**src/rtl/video_timing_gen.sv**
```systemverilog
// Raster timing generator for the 1280x720@60 display pipeline.
// Produces pixel/line coordinates plus registered sync, active-draw,
// new-frame and frame-count outputs, all aligned to the shown coordinates.
module video_timing_gen #(
  parameter int unsigned ACTIVE_H = 1280,
  parameter int unsigned H_FRONT  = 110,
  parameter int unsigned H_SYNC   = 40,
  parameter int unsigned H_BACK   = 220,
  parameter int unsigned ACTIVE_V = 720,
  parameter int unsigned V_FRONT  = 5,
  parameter int unsigned V_SYNC   = 5,
  parameter int unsigned V_BACK   = 20,
  parameter int unsigned FPS      = 60
) (
  input  logic        clk_in,
  input  logic        rst_in,
  output logic [10:0] hcount_out,
  output logic [9:0]  vcount_out,
  output logic        hs_out,
  output logic        vs_out,
  output logic        ad_out,
  output logic        nf_out,
  output logic [5:0]  fc_out
);

  localparam int unsigned TOTAL_H = ACTIVE_H + H_FRONT + H_SYNC + H_BACK;
  localparam int unsigned TOTAL_V = ACTIVE_V + V_FRONT + V_SYNC + V_BACK;

  if (TOTAL_H > 2048 || TOTAL_V > 1024 || FPS > 64 || FPS == 0) begin : g_bad_cfg
    $error("video_timing_gen: TOTAL_H must be <= 2048, TOTAL_V <= 1024, 1 <= FPS <= 64");
  end

  localparam logic [10:0] H_LAST    = 11'(TOTAL_H - 1);
  localparam logic [9:0]  V_LAST    = 10'(TOTAL_V - 1);
  localparam logic [10:0] H_ACT     = 11'(ACTIVE_H);
  localparam logic [9:0]  V_ACT     = 10'(ACTIVE_V);
  localparam logic [10:0] HS_FIRST  = 11'(ACTIVE_H + H_FRONT);
  localparam logic [10:0] HS_LAST   = 11'(ACTIVE_H + H_FRONT + H_SYNC - 1);
  localparam logic [9:0]  VS_FIRST  = 10'(ACTIVE_V + V_FRONT);
  localparam logic [9:0]  VS_LAST   = 10'(ACTIVE_V + V_FRONT + V_SYNC - 1);
  localparam logic [5:0]  FC_LAST   = 6'(FPS - 1);

  logic [10:0] h_nxt;
  logic [9:0]  v_nxt;
  logic        hs_nxt;
  logic        vs_nxt;
  logic        ad_nxt;
  logic        nf_nxt;
  logic [5:0]  fc_nxt;

  // Next coordinates: hcount free-runs, vcount advances on the hcount wrap.
  always_comb begin
    h_nxt = hcount_out + 11'd1;
    v_nxt = vcount_out;
    if (hcount_out == H_LAST) begin
      h_nxt = '0;
      if (vcount_out == V_LAST) begin
        v_nxt = '0;
      end else begin
        v_nxt = vcount_out + 10'd1;
      end
    end
  end

  // Flags decoded from the next coordinates so the registered flags line up
  // with the registered coordinates in the same cycle.
  always_comb begin
    ad_nxt = (h_nxt < H_ACT) && (v_nxt < V_ACT);
    hs_nxt = (h_nxt >= HS_FIRST) && (h_nxt <= HS_LAST);
    vs_nxt = (v_nxt >= VS_FIRST) && (v_nxt <= VS_LAST);
    nf_nxt = (h_nxt == H_ACT) && (v_nxt == V_ACT);
    fc_nxt = fc_out;
    if (nf_nxt) begin
      fc_nxt = (fc_out == FC_LAST) ? '0 : fc_out + 6'd1;
    end
  end

  // Output registers; reset parks the raster on the last pixel of the frame
  // so the first edge after release lands on (0,0).
  always_ff @(posedge clk_in or negedge rst_in) begin
    if (!rst_in) begin
      hcount_out <= H_LAST;
      vcount_out <= V_LAST;
      hs_out     <= 1'b0;
      vs_out     <= 1'b0;
      ad_out     <= 1'b0;
      nf_out     <= 1'b0;
      fc_out     <= '0;
    end else begin
      hcount_out <= h_nxt;
      vcount_out <= v_nxt;
      hs_out     <= hs_nxt;
      vs_out     <= vs_nxt;
      ad_out     <= ad_nxt;
      nf_out     <= nf_nxt;
      fc_out     <= fc_nxt;
    end
  end

endmodule

```
**config.mk**
```make
export PLATFORM = sky130hd
export DESIGN_NAME = video_timing_gen
export DESIGN_NICKNAME = d
export VERILOG_FILES = /design/src/rtl/video_timing_gen.sv
export SDC_FILE = /design/constraint.sdc
export NUM_CORES = 1
export LEC_CHECK = 0
export ABC_AREA = 1
export CORE_MARGIN = 10
export CORE_UTILIZATION = 55
export CTS_CLUSTER_SIZE = 25
export DETAILED_ROUTE_END_ITERATION = 12
export PLACE_DENSITY_LB_ADDON = 0.1
export SYNTH_ARGS = -nofsm -noshare
export SYNTH_HDL_FRONTEND = slang
export SYNTH_SLANG_ARGS = --single-unit
```
**constraint.sdc**
```tcl
create_clock -name clk_in -period 2.6 [get_ports clk_in]
set_clock_uncertainty 0.2 [all_clocks]
set_input_delay 0.65 -clock clk_in [delete_from_list [all_inputs] [get_ports clk_in]]
set_output_delay 0.65 -clock clk_in [all_outputs]
set_load 0.02 [all_outputs]
```
==> results of run 1 <==
-- final timing paths --
kind	start	end	slack, ns
max in group asynchronous	rst_in	hcount_out[4]	1.31
setup reg to reg	hcount_out[0]	fc_out[5]	0.08
hold / removal	fc_out[5]	fc_out[5]	0.32
hold reg to reg	fc_out[5]	fc_out[5]	0.32
setup / recovery	hcount_out[0]	fc_out[5]	0.08
min in group asynchronous	rst_in	hcount_out[8]	0.56
-- cell families after synthesis --
group                      synth area share [%]
DFF                                        34.9
buffers and inverters                      10.6
xor gates and xnor gates                   1.16
AOI/OAI and AO/OA                          5.41
adders and majority gates                  2.76
and+or+nand+nor                            45.1
-- layer usage --
metal  track usage, %  share of wire (%)  up-vias
met5                0                  0        -
met2             25.8                 48       57
met1             18.0                 44     1015
li1                 -                  -     1122
met3             5.89                7.0        8
met4             5.63                1.1        0
-- layout make-up --
cell class / count / area (µm²)
clock buffer: 6 / 82.6
clock inverter: 2 / 35.0
fill: 342 / 1140
inverter: 55 / 206
multi-input combinational: 234 / 1280
sequential: 31 / 792
tap: 50 / 62.6
timing repair buffer: 43 / 403
-- worst reg2reg max path, stage by stage, from the launching register on --
cell     delay, ns
dfstp_2       0.56
ha_2          0.20
inv_1         0.07
nor3_4        0.23
buf_4         0.17
nand3_4       0.14
nand2_4       0.13
nand2_1       0.05
nor2_1        0.09
nand2_1       0.09
nor2_4        0.18
buf_4         0.15
nand4_1       0.10
nand2_1       0.09
-- where the power goes --
part           internal, W  switching, W   total, W
sequential        0.000483             0   0.000483
combinational   0.00000229    0.00000931  0.0000116
clock             0.000310      0.000185   0.000495
-- state kept, by name (all words and copies together) (netlist names) --
| register | flops |
|---|---|
| hs_out | 1 |
| hcount_out | 11 |
| vcount_out | 10 |
| nf_out | 1 |
| ad_out | 1 |
| vs_out | 1 |
| fc_out | 6 |
-- repair_timing --
action,4_1_cts,5_1_grt
endpoints found under the setup margin,0,9
buffers inserted,0,8
gates resized for setup,0,8
-- cell usage after synthesis (2+ instances only) --
master    count
a21oi_1       6
buf_6         2
dfrtp_1      18
dfstp_2      13
ha_1          5
inv_1        50
inv_2         5
nand2_1      94
nand2_2      11
nand3_1      27
nand3_2       5
nand4_1      14
nor2_1       24
nor2_2        8
nor2_4        5
nor3_1        6
nor3_2        2
nor3_4        2
o21ai_0       7
o21ai_1       2
o21ai_2       2
o21bai_1      2
or2_2         3
xor2_1        3
-- stage by stage --
step           utilization, %  worst slack [ns]  power [W]  std cells  hold slack, ns
2_1_floorplan               -             0.281   0.000492        323           0.154
3_3_place_gp             66.0             0.135   0.000504        404           0.302
3_5_place_dp             66.0            0.0500   0.000504        404           0.303
4_1_cts                  68.9            0.0463    0.00100        412           0.322
5_1_grt                  71.6           -0.0367    0.00103        421           0.370
6_report                 71.6            0.0830   0.000990        421           0.323
==> summary.md, run 1 <==
| Metric | Value |
|---|---|
| Outcome | `complete, no violations` |
| EDFF count, synth | `0` |
| CTS H-tree depth | `2` |
| Synthesis-stage register bit count | `31` |
| Cell Rows | `23` |
| Max_slew headroom | `63.4%` |
| Netlist cell types | `31` |
| Peak VDD IR | `roughly 0.00028 V` |
| CTS tree | `done` |
| Avg WL per Cell | `13.9 µm` |
| IO Count | `33` |
| Largest stage delay, worst path | `between 0.5 and 0.6 ns` |
| Detailed Route Iter0 Violations | `100` |
| CORE AREA | `around 4000 µm²` |
| Top cells by area, synth | `dfrtp_1 (20%), nand2_1 (16%), dfstp_2 (15%)` |
| Slowest cell on crit path | `dfstp_2` |
| Post-synthesis sequential area ratio | `34.9%` |
| Congestion Overflow GR | `0` |
| RSZ-0062 raised after global routing | `yes` |
| Top_reg_cell synth | `dfrtp_1` |
| Commonest non-fill, non-tap cell in the layout | `nand2_1` |
| Max-slew violation count | `0` |
| Crit path cell chain | `ha_2 -> inv_1 -> nor3_4 -> buf_4 -> nand3_4 -> nand2_4 -> nand2_1 -> nor2_1 -> nand2_1 -> nor2_4 -> buf_4 -> nand4_1 -> nand2_1` |
| Endpoints failing hold | `0` |
| Leak | `about 1.3 nW` |
| Starting Density | `56.7%` |
| Chip width | `between 80 and 90 µm` |
| Most frequent cells in the layout | `nand2_1 (92), inv_1 (50), clkdlybuf4s50_1 (32)` |
| Vias in the first global route | `between 1500 and 2000` |
| Tcrit/Tclk final | `approximately 97%` |
| Nets | `approximately 380` |
| Die H | `84.2 µm` |
| Yosys warnings | `0` |
| CP Buf/Inv Count | `3` |
| DRT Pass-1 Iters | `4` |
| Final wirelength | `around 6000 µm` |
| Clock Tree Buf Depth | `2` |
| Fin crit period | `around 2.5 ns` |
| Cell mode on critical path | `nand2_1` |
| Critical path depth in cells | `13` |
| Syn_nets | `330` |
| Yosys top cell by area | `dfrtp_1` |
| # Max-Cap Violations | `0` |
| Req. time, crit path | `around 2.6 ns` |
| HPWL Detailed | `between 4000 and 5000 µm` |
| # setup viols final | `0` |
| TritonCTS Sinks | `31` |
| CP max FO | `7` |
| Actual slew at the worst max-slew pin | `about 0.55 ns` |
| Crit path DAT | `roughly 2.5 ns` |
| Mapped Cells | `323` |
| Initial antenna violation count | `0` |
| Antenna viol nets, final | `0` |
| Full die area | `roughly 7000 µm²` |
| Cell area after layout | `2860 µm²` |
| R2R cell count | `13` |
| Via density | `about 5.2` |
| DRC | `0` |
| Root buf cell | `clkbuf_8` |
| Antenna diodes | `0` |
| Worst skew pair latency | `0.28 ns` |
| Largest net degree at the start of global routing | `32` |
| Placed inst area | `2640 µm²` |
| Placer Congestion | `~0.90` |
| Setup TNS | `0 ns` |
| Via Count | `about 2200` |
| Crit Path Category | `flop to flop` |
| Synth top area share | `roughly 20%` |
| Clk slew on worst S/H paths | `~0.07 ns` |
| Startpoint type of the worst setup path | `flop` |
| Area grow syn2layout | `26.2%` |
| Ys async rst share | `100%` |
| Hold path cells | `2` |
| First-pass GRT wire length | `9270 µm` |
| CTS Buf Count | `5` |
| Share of cells above drive strength 1 | `roughly 22%` |
| Port bufs | `32` |
| CP Capture Type | `flop` |
| Max Clk Rate | `397 MHz` |
| HP Class | `flop to flop` |
| Total GRT Usage | `between 15 and 20%` |
| Cell Pwr Density | `approximately 350 nW/µm²` |
| Syn avg cell area | `7.02 µm²` |
| Hold-fix buffers, CTS | `0` |
| CP top delay family | `simple AND/OR/NAND/NOR gates` |
| Synthesized area | `2270 µm²` |
No activity file was read; power rests on OpenSTA's default activity.
==> run 2, diff against run 1 <==
--- a/config.mk
+++ b/config.mk
@@ -7,7 +7,7 @@
 export LEC_CHECK = 0
 export ABC_AREA = 1
 export CORE_MARGIN = 10
-export CORE_UTILIZATION = 55
+export CORE_UTILIZATION = 30
 export CTS_CLUSTER_SIZE = 25
 export DETAILED_ROUTE_END_ITERATION = 12
 export PLACE_DENSITY_LB_ADDON = 0.1
==> summary.md, run 2 (synthesized netlist as in run 1, its figures left out) <==
| Metric | Value |
|---|---|
| CP Buf/Inv Count | `2 (-1)` |
| Placer Congestion | `0.814 (-9.8%)` |
| TritonCTS Sinks | `31 (unchanged)` |
| Critical path depth in cells | `2 (-11)` |
| DRT Pass-1 Iters | `4 (unchanged)` |
| CTS tree | `done` |
| Final wirelength | `6310 µm (+7.8%)` |
| Worst setup margin | `0.144 ns (+0.0609 ns)` |
| CP top delay family | `buffers and inverters` |
| IO Count | `33 (unchanged)` |
| Commonest non-fill, non-tap cell in the layout | `nand2_1` |
| Area grow syn2layout | `27.5%` |
| HPWL Detailed | `4830 µm (+13%)` |
| Largest net degree at the start of global routing | `32 (unchanged)` |
| Setup TNS | `0 ns (unchanged)` |
| # setup viols final | `0 (unchanged)` |
| Outcome | `complete, no violations` |
| Worst skew pair latency | `0.28 ns (about the same)` |
| R2R cell count | `12 (-1)` |
| DRC | `0 (unchanged)` |
| CTS H-tree depth | `2 (unchanged)` |
| Avg WL per Cell | `13.3 µm (-4.0%)` |
| Crit Path Category | `flop to output pin` |
| Share of cells above drive strength 1 | `22.2% (+0.090 points)` |
| Crit path cell chain | `buf_4 -> clkdlybuf4s50_1` |
| Via Count | `2143 (-2.7%)` |
| CTS Buf Count | `5 (unchanged)` |
| Hold-fix buffers, CTS | `0 (unchanged)` |
| Cell Rows | `31 (+35%)` |
| Detailed Route Iter0 Violations | `68 (-32%)` |
| Cell Pwr Density | `300 nW/µm² (-13%)` |
| Area of the multi-input gates | `1260 µm² (-2.0%)` |
| Port bufs | `32 (unchanged)` |
| Chip width | `107 µm (+27%)` |
| Pwr Total | `0.000869 W (-12%)` |
| Clock Tree Buf Depth | `2 (unchanged)` |
| Placed insts | `457 (+13%)` |
| Biggest regs | `hcount_out x11, vcount_out x10, fc_out x6` |
| Root buf cell | `clkbuf_8` |
| Crit path DAT | `1.61 ns (-0.93 ns)` |
| Clk slew on worst S/H paths | `0.07 ns (about the same)` |
| Worst hold slack | `0.343 ns (+0.0198 ns)` |
| Full die area | `11400 µm² (+61%)` |
| Actual slew at the worst max-slew pin | `0.464 ns (-0.0814 ns)` |
| Register Area | `792 µm² (unchanged)` |
| Max-slew violation count | `0 (unchanged)` |
| Slowest cell on crit path | `clkdlybuf4s50_1` |
| First-pass GRT wire length | `10200 µm (+10%)` |
| Req. time, crit path | `1.75 ns (-0.87 ns)` |
| Via density | `4.53 (-13%)` |
| CORE AREA | `7290 µm² (+82%)` |
| Max_slew headroom | `68.8% (+5.5 points)` |
| Post-place setup slack | `0.0671 ns (+0.0171 ns)` |
| Max Clk Rate | `407 MHz (+2.5%)` |
| Antenna diodes | `0 (unchanged)` |
| Most frequent cells in the layout | `nand2_1 (92), inv_1 (50), clkdlybuf4s50_1 (32)` |
| Startpoint type of the worst setup path | `flop` |
| Filler cell count | `820 (+140%)` |
| Finished Layout Cells | `473 (+12%)` |
| Hold path cells | `2 (unchanged)` |
| # Max-Cap Violations | `0 (unchanged)` |
| Endpoints failing hold | `0 (unchanged)` |
| Starting Density | `31.1% (-26 points)` |
| Peak VDD IR | `0.000139 V (-51%)` |
| Nets | `380 (+0.80%)` |
| CP Capture Type | `output pin` |
| Congestion Overflow GR | `0 (unchanged)` |
| Tcrit/Tclk final | `94.5% (-2.3 points)` |
| Total GRT Usage | `11.1% (-4.6 points)` |
| Initial antenna violation count | `0 (unchanged)` |
| HP Class | `flop to flop` |
| Leak | `1.32 nW (about the same)` |
| Largest register by flop count | `hcount_out` |
| Vias in the first global route | `2001 (+1.3%)` |
| Die H | `107 µm (+27%)` |
| Fin crit period | `2.46 ns (-0.0609 ns)` |
| Largest stage delay, worst path | `0.61 ns (+0.05 ns)` |
| Max reg flops | `11 (unchanged)` |
| Antenna viol nets, final | `0 (unchanged)` |
| CP max FO | `7 (unchanged)` |
run 2: tightest hold or removal path: cells and delay by family, from the launching register on:
family | cells | cell delay, ns
flip-flops | 1 | 0.40
AND/OR/NAND/NOR | 2 | 0.12
run 2: power by group:
part,leakage (nW),internal [W],total [W],switching (W)
Sequential,0.381,0.000483,0.000483,0
Clock,0.0422,0.000188,0.000374,0.000186
Combinational,0.899,0.00000230,0.0000119,0.00000965
run 2: metrics by stage:
stage,area [µm²],util [%]
floorplan,2270,-
global placement,2730,37.4
detailed placement,2730,37.4
CTS,2810,38.6
global route,2890,39.7
finish,2890,39.7
run 2: final timing paths:
path                          startpoint            end  slack (ns)
min in group asynchronous         rst_in  vcount_out[8]        0.57
hold reg to reg                fc_out[5]      fc_out[5]        0.34
hold / removal                 fc_out[5]      fc_out[5]        0.34
max in group asynchronous         rst_in  hcount_out[4]        1.29
setup reg to reg           hcount_out[0]      fc_out[1]        0.20
setup / recovery           vcount_out[0]  vcount_out[0]        0.14
run 2: cell type report:
| class | count | share of cell area [%] |
|---|---|---|
| multi-input cells | 233 | 43.4 |
| flip-flops and latches | 31 | 27.4 |
| repair buffers | 47 | 15.0 |
| inverters | 55 | 7.14 |
| well taps | 99 | 4.28 |
| clock buffers | 7 | 2.64 |
| clock inverters | 1 | 0.173 |
run 2: per-layer routing:
metal	global-route usage [%]	share of wire, %	routed length, µm	up-vias
li1	-	-	-	1115
met5	0	0	0	-
met1	15.1	49	3120	987
met3	3.47	4.6	290	7
met4	2.90	0.97	61	0
met2	16.4	45	2840	34
run 2: what timing repair did:
item / in CTS / in global routing
endpoints found under the setup margin: 0 / 9
resized for setup: 0 / 5
hold endpoints to repair: 0 / 0
buffers inserted: 0 / 8
